## src/rtl/radd_slice_seq.sv

```systemverilog
`default_nettype none
// ============================================================================
//  Module   : fulladd / radd_slice_seq
//  Brief    : Multi-cycle wide adder. SLICE bits are added per clock through
//             a chain of fulladd cells. The carry is held in a register
//             between slices. The result is offered on a valid/ready port.
//  Revision : 1.0 - initial release
// ============================================================================

// One-bit full adder cell; kept as its own module so placement names stay
// readable (one instance per slice bit).
module fulladd (
  input  logic a,
  input  logic b,
  input  logic cin,
  output logic s,
  output logic cout
);
  assign s    = a ^ b ^ cin;
  assign cout = (a & b) | (cin & (a ^ b));
endmodule

// WIDTH must be a positive multiple of SLICE.
module radd_slice_seq #(
  parameter int WIDTH = 12,
  parameter int SLICE = 3
) (
  input  logic             clk,
  input  logic             rst,
  input  logic             in_valid,
  output logic             in_ready,
  input  logic [WIDTH-1:0] in_a,
  input  logic [WIDTH-1:0] in_b,
  input  logic             in_cin,
  output logic             out_valid,
  input  logic             out_ready,
  output logic [WIDTH-1:0] out_sum,
  output logic             out_cout,
  output logic             busy
);

  localparam int NSLICE = WIDTH / SLICE;
  localparam int IDXW   = (NSLICE > 1) ? $clog2(NSLICE) : 1;
  localparam logic [IDXW-1:0] c_LAST_IDX = IDXW'(NSLICE - 1);

  typedef enum logic [1:0] {
    S_IDLE = 2'd0,
    S_RUN  = 2'd1,
    S_DONE = 2'd2
  } state_t;

  state_t            state_q, state_d;
  logic [IDXW-1:0]   idx_q, idx_d;
  logic              carry_q, carry_d;
  logic [WIDTH-1:0]  a_q, a_d;
  logic [WIDTH-1:0]  b_q, b_d;
  logic [WIDTH-1:0]  partial_q, partial_d;
  logic [WIDTH-1:0]  sum_q, sum_d;
  logic              cout_q, cout_d;

  // Slice currently being added, selected by the slice index.
  int                w_base;
  logic [SLICE-1:0]  w_sa;
  logic [SLICE-1:0]  w_sb;
  logic [SLICE-1:0]  w_s;
  logic [SLICE:0]    w_c;

  assign w_base = int'(idx_q) * SLICE;
  assign w_sa   = a_q[w_base +: SLICE];
  assign w_sb   = b_q[w_base +: SLICE];
  assign w_c[0] = carry_q;

  // Ripple chain for one slice: bit i's carry-out feeds bit i+1.
  for (genvar i = 0; i < SLICE; i++) begin : g_fa
    fulladd u_fa (
      .a    (w_sa[i]),
      .b    (w_sb[i]),
      .cin  (w_c[i]),
      .s    (w_s[i]),
      .cout (w_c[i+1])
    );
  end

  // State and datapath registers; reset wins over any handshake.
  always_ff @(posedge clk) begin
    if (rst) begin
      state_q   <= S_IDLE;
      idx_q     <= '0;
      carry_q   <= 1'b0;
      a_q       <= '0;
      b_q       <= '0;
      partial_q <= '0;
      sum_q     <= '0;
      cout_q    <= 1'b0;
    end else begin
      state_q   <= state_d;
      idx_q     <= idx_d;
      carry_q   <= carry_d;
      a_q       <= a_d;
      b_q       <= b_d;
      partial_q <= partial_d;
      sum_q     <= sum_d;
      cout_q    <= cout_d;
    end
  end

  // Next-state logic: capture in IDLE, one slice per cycle in RUN, and hold
  // the result in DONE until the consumer takes it.
  always_comb begin
    state_d   = state_q;
    idx_d     = idx_q;
    carry_d   = carry_q;
    a_d       = a_q;
    b_d       = b_q;
    partial_d = partial_q;
    sum_d     = sum_q;
    cout_d    = cout_q;
    case (state_q)
      S_IDLE: begin
        if (in_valid) begin
          a_d     = in_a;
          b_d     = in_b;
          carry_d = in_cin;
          idx_d   = '0;
          state_d = S_RUN;
        end
      end
      S_RUN: begin
        partial_d[w_base +: SLICE] = w_s;
        carry_d = w_c[SLICE];
        idx_d   = idx_q + 1'b1;
        if (idx_q == c_LAST_IDX) begin
          // The output word includes the slice written in this same cycle.
          sum_d   = partial_d;
          cout_d  = w_c[SLICE];
          state_d = S_DONE;
        end
      end
      S_DONE: begin
        if (out_ready) begin
          state_d = S_IDLE;
        end
      end
      default: state_d = S_IDLE;
    endcase
  end

  assign in_ready  = (state_q == S_IDLE);
  assign out_valid = (state_q == S_DONE);
  assign busy      = (state_q != S_IDLE);
  assign out_sum   = sum_q;
  assign out_cout  = cout_q;

endmodule
`default_nettype wire

```

## config.mk

```make
export PLATFORM = sky130hd
export DESIGN_NAME = radd_slice_seq
export DESIGN_NICKNAME = d
export VERILOG_FILES = /design/src/rtl/radd_slice_seq.sv
export SDC_FILE = /design/constraint.sdc
export NUM_CORES = 1
export LEC_CHECK = 0
export BUFFER_PORTS_ARGS = -buffer_cell sky130_fd_sc_hd__buf_2
export CAP_MARGIN = 40
export CORE_MARGIN = 1.5
export CORE_UTILIZATION = 35
export DETAILED_ROUTE_END_ITERATION = 10
export GPL_TIMING_DRIVEN = 0
export HOLD_SLACK_MARGIN = 0.15
export PLACE_DENSITY = 0.62
export SLEW_MARGIN = 20
export SYNTH_ARGS = -nofsm -noshare
export SYNTH_HDL_FRONTEND = slang
export SYNTH_SLANG_ARGS = --single-unit
```

## constraint.sdc

```tcl
create_clock -name clk -period 2.64 [get_ports clk]
set_input_delay 0.132 -clock clk [delete_from_list [all_inputs] [get_ports clk]]
set_output_delay 0.132 -clock clk [all_outputs]
set_load 0.03 [all_outputs]
```

==> impl_metrics.toml, run 1 <==
[yosys]
syn-num-nets = 316
syn_inst = 278
ys_types = 35
syn_area_per_cell_sq_um = 9.14
ys_ff_latch = 54
synth_top_area_cell = "dfxtp_1"
synthTopCellsByArea = "dfxtp_1, nand2_1, a21oi_1, mux4_1, nor2_1"
yosysWarnings = 0
synthesis.area_sq_um = 2540
synth-seq-area-share_pct = 42.6
synth.top_cell.area_share_pct = 42.6

[clock_tree]
clkSinkCount = 54
cts_tree = "built"
worstSkewPairLatency_ns = 0.31
clockBufferDepth = 2
path_clk_slew_ns = 0.10
cts-buffers-inserted = 5
cts_max_level = 2
cts_root_buf = "clkbuf_8"

[setup_path]
end_kind = "register"
crit_path_end = "out_sum[5]"
critPathLaunch = "idx_q[0]"
worstSetupPathType = "reg2reg"
required_ns = 2.88
timing.rr.start = "idx_q[0]"
reg2reg_to = "out_sum[5]"
crit_fanout = 5
cp-start-kind = "register"
arrival_ns = 2.98
r2r_cells = 9
rrSetupSlack_ns = -0.10

[sta]
min_period_over_period_pct = 104
worst_slew_pin_slew_ns = 0.686
layout_setup_ws_ns = -0.102
finalHoldViolations = 0
finalSetupViolations = 5
relSlewSlack_pct = 54.3
fin_skew_ns = 0.0115
slew_viol_final = 0
period_needed_ns = 2.74
setup-tns-final_ns = -0.301
fmax_ghz = 0.365
holdWs_ns = 0.202
grt_setup_unrepaired = "true"

[global_route]
grt_pass1_vias = 1989
grt_antenna_before_repair = 0
grt_pass1_wl_um = 9960
grt-ovfl-total = 0
grt_max_degree = 17
grtUsageTotal_pct = 17.0

[place]
gp_congestion = 0.778
dp_slack_ns = -0.448
dp_hpwl_um = 4040
port-buffer-count = 43

[finish]
area_growth_pct = 30.8
num_antenna_cells = 0
final_cell_mix = "nand2_1, dfxtp_1, buf_2"
final_common_cell = "nand2_1"
multiInputGateArea_sq_um = 1330
fillCellCount = 696
register_area_sq_um = 1090
drive_above_1_share_pct = 25.6
final_nets = 397

[drt]
antenna_left = 0
drt-pass1-iter-count = 4
post_drt_wl_per_cell_um = 13.6
routed_wl_um = 6210
vias_per_cell = 4.83
drc = 0
vias = 2204
drtIter0Drc = 84

[pwr]
seqPwrFrac_pct = 50.1
ir_drop_v = 0.000266
power.share.clock_pct = 32.6
p_comb_share_pct = 17.3
switching_share_pct = 26.5
power_mw = 1.73
p_switching_mw = 0.457
p_leak_nw = 1.33
p_per_area_nw_per_um2 = 520
p_int_mw = 1.27

[flow_run]
drv_cap = 0

[run_status]
run_status = "finished with violations"
violations = "negative setup slack"

[floorplan]
initial_utilization_pct = 36.8
io_pins = 45
rows = 30
dieArea_sq_um = 7780
core_sq_um = 6910
chipHeight_um = 88.2
dieWidth_um = 88.2

[min_path]
min_path_type = "in2reg"
stage by stage:
| stage | cell area (sq um) | util, % | instances |
|---|---|---|---|
| after floorplan | 2550 | - | 278 |
| after global placement | 2880 | 41.7 | 417 |
| after detailed placement | 2880 | 41.7 | 417 |
| after CTS | 3310 | 47.9 | 456 |
| after global routing | 3320 | 48.1 | 456 |
| final | 3320 | 48.1 | 456 |
metal layers:
metal | up-vias | global-route usage, % | wire (um)
li1 | 1128 | - | -
met1 | 1012 | 22.8 | 2840
met2 | 56 | 28.0 | 3050
met3 | 8 | 3.20 | 242
met4 | 0 | 4.69 | 80
met5 | - | 0 | 0
registers in the layout, indices dropped and copies added, names as in the netlist:
| name | flops |
|---|---|
| a_q | 12 |
| idx_q | 2 |
| b_q | 12 |
| state_q | 2 |
| carry_q | 1 |
| out_cout | 1 |
| partial_q | 12 |
| out_sum | 12 |
worst min path at each step:
stage	depth (start not counted)	endpoint	slack, ns	from
final	2	state_q[0]	0.20	rst
after global routing	4	idx_q[0]	0.25	in_valid
after CTS	2	state_q[0]	0.20	rst
after detailed placement	3	b_q[6]	0.38	in_b[6]
after global placement	3	b_q[5]	0.37	in_b[5]
after floorplan	2	a_q[10]	0.27	in_a[10]
critical path, stage by stage, from the launching register on:
cell and delay (ns):
dfxtp_4 0.40, mux4_2 0.53, fa_2 0.37, inv_2 0.05
fa_1 0.15, inv_1 0.05, fa_2 0.56, and4b_1 0.24
mux2i_1 0.10, a211oi_2 0.21
power by group through the flow:
stage	sequential (mW)	clock, mW	combinational [mW]
after floorplan	0.878	0	0.169
after global placement	0.881	0	0.239
after detailed placement	0.882	0	0.241
after CTS	0.862	0.576	0.290
after global routing	0.869	0.622	0.326
final	0.864	0.563	0.299
timing repair:
| action | in CTS | in global routing |
|---|---|---|
| gates cloned | 0 | 0 |
| gates resized for setup | 6 | 5 |
| endpoints found under the setup margin | 16 | 12 |
| buffers inserted | 6 | 1 |
| hold buffers | 25 | 0 |
| endpoints found under the hold margin | 25 | 0 |
| pin swaps | 5 | 6 |
area by class of cell:
cell class | instances | area share, %
multi-input cells | 193 | 40.1
flip-flops and latches | 54 | 32.7
repair buffers | 75 | 15.7
well taps | 96 | 3.62
plain buffers | 19 | 3.39
clock buffers | 6 | 2.18
inverters | 11 | 1.24
clock inverters | 2 | 1.09
cell usage after synthesis:
cell	count
ha_1	6
buf_6	4
or2_2	1
nor2b_1	3
nor3_1	6
a221oi_1	6
nor4bb_1	1
nand3b_1	4
fa_1	3
mux4_2	2
nor2_1	21
nor3b_1	1
inv_1	11
a211oi_2	6
nand2_1	58
and3b_1	1
mux4_1	4
and4b_1	2
dfxtp_1	54
o221a_2	1
clkbuf_1	10
a21oi_1	36
mux2i_1	6
or3b_1	1
nand3b_2	1
nand3_1	7
nor3b_2	1
nor4b_2	1
buf_2	3
and4bb_2	4
nand2b_1	2
a32oi_1	4
a22oi_1	2
o21ai_0	2
buf_4	3
kinds of logic (layout without fill, tap and decap cells):
kind of cell | Yosys count | in the layout | share of synthesized area [%]
compound gates | 57 | 57 | 14.9
fa+ha+maj | 9 | 9 | 5.32
buf+inv | 31 | 113 | 6.35
flops | 54 | 54 | 42.6
mux | 12 | 12 | 8.28
simple gates | 115 | 115 | 22.6
Note: power is estimated with default switching activity, not from simulation.
==> inputs of run 2 (changes only) <==
PLACE_DENSITY = 0.57   (was 0.62)
==> run 2 against run 1 <==
Effect of this change:
- the run still ends with negative setup slack left
- final cell count is 0.44% lower
- total power is 2.0% higher
- sequential cell count stayed put
- critical path type unchanged
==> impl_metrics.toml, run 2 (synthesis results as in run 1) <==
[drt]
vias_per_cell = 4.85
drtIter0Drc = 92
vias = 2201
routed_wl_um = 6230
drt-pass1-iter-count = 4
antenna_left = 0
post_drt_wl_per_cell_um = 13.7
drc = 0

[place]
port-buffer-count = 43
placed_cell_area_sq_um = 2880
dp_slack_ns = -0.449
gp_congestion = 0.777
dp_hpwl_um = 4190

[finish]
fillCellCount = 711
final_nets = 395
final_cell_mix = "nand2_1, dfxtp_1, buf_2"
drive_above_1_share_pct = 26.3
stdcell_area_sq_um = 3340
num_antenna_cells = 0
area_growth_pct = 31.4
final_common_cell = "nand2_1"

[global_route]
grt_max_degree = 18
grtUsageTotal_pct = 17.4
grt_antenna_before_repair = 0
grt-ovfl-total = 0
grt_pass1_wl_um = 10300
grt_pass1_vias = 2147

[sta]
worst_slew_pin_slew_ns = 0.641
relSlewSlack_pct = 57.2
layout_setup_ws_ns = -0.115
holdWs_ns = 0.217
finalSetupViolations = 6
period_needed_ns = 2.76
fmax_ghz = 0.363
fin_skew_ns = 0.0160
grt_setup_unrepaired = "true"
slew_viol_final = 0
finalHoldViolations = 0
min_period_over_period_pct = 104

[setup_path]
cp-start-kind = "register"
crit_fanout = 6
critPathLaunch = "idx_q[0]"
reg2reg_to = "out_sum[5]"
worstSetupPathType = "reg2reg"
timing.rr.start = "idx_q[0]"
required_ns = 2.88
rrSetupSlack_ns = -0.12
arrival_ns = 2.99
end_kind = "register"
crit_path_end = "out_sum[5]"
r2r_cells = 9

[pwr]
power_mw = 1.76
p_per_area_nw_per_um2 = 527
p_leak_nw = 1.33
ir_drop_v = 0.000294

[clock_tree]
clockBufferDepth = 2
cts_tree = "built"
cts_max_level = 2
path_clk_slew_ns = 0.09
cts-buffers-inserted = 5
cts_root_buf = "clkbuf_8"
worstSkewPairLatency_ns = 0.32
clkSinkCount = 54

[floorplan]
dieWidth_um = 88.2
rows = 30
chipHeight_um = 88.2
core_sq_um = 6910
io_pins = 45
dieArea_sq_um = 7780
initial_utilization_pct = 36.8

[min_path]
hold_depth = 4
min_path_type = "in2reg"
min-delay-start = "in_valid"

[run_status]
run_status = "finished with violations"
violations = "negative setup slack"

[flow_run]
drv_cap = 0
==> run 2: layer usage <==
metal | GRT usage [%] | routed length, um | vias up
met5 | 0 | 0 | -
met4 | 5.97 | 87 | 0
met3 | 3.20 | 193 | 8
met2 | 29.9 | 2990 | 44
met1 | 22.0 | 2950 | 1032
li1 | - | - | 1117
==> run 2: worst min-delay path by stage <==
stage / endpoint / slack [ns]
after global placement: a_q[4] / 0.37
final: idx_q[0] / 0.22
after floorplan: a_q[10] / 0.27
after detailed placement: b_q[4] / 0.38
after CTS: idx_q[0] / 0.21
after global routing: idx_q[0] / 0.26
==> run 2: power by group <==
part,internal (mW),switching [mW],total (mW),leakage [nW]
sequential,0.845,0.0190,0.864,0.441
combinational,0.136,0.158,0.295,0.824
clock,0.312,0.290,0.602,0.0618
==> run 2: critical path, stage by stage, from the launching register on <==
cell      delay (ns)
dfxtp_4         0.41
mux4_2          0.53
fa_2            0.37
inv_2           0.06
fa_2            0.18
inv_2           0.04
fa_2            0.57
and4b_1         0.24
mux2i_1         0.10
a211oi_2        0.18
==> run 2: metrics by stage <==
| step | instances | setup TNS (ns) | utilization, % |
|---|---|---|---|
| 2_1_floorplan | 278 | -0.301 | - |
| 5_1_grt | 454 | -0.975 | 48.3 |
| 4_1_cts | 456 | -1.31 | 48.2 |
| 3_3_place_gp | 417 | -2.80 | 41.7 |
| 3_5_place_dp | 417 | -3.36 | 41.7 |
| 6_report | 454 | -0.371 | 48.3 |
==> run 2: area by class of cell <==
class,instances,area (sq um),share of cell area [%]
plain buffers,19,113,3.37
clock buffers,6,82.6,2.47
clock inverters,2,38.8,1.16
inverters,11,41.3,1.24
multi-input cells,193,1350,40.4
flip-flops and latches,54,1090,32.5
well taps,96,120,3.60
repair buffers,73,507,15.2
==> run 2: what timing repair did <==
action                                 in CTS  in global routing
buffers inserted                            6                  0
gates resized for setup                     8                  8
endpoints found under the hold margin      25                  0
hold buffers                               25                  0
pin swaps                                   9                 10
setup endpoints to repair                  16                 12
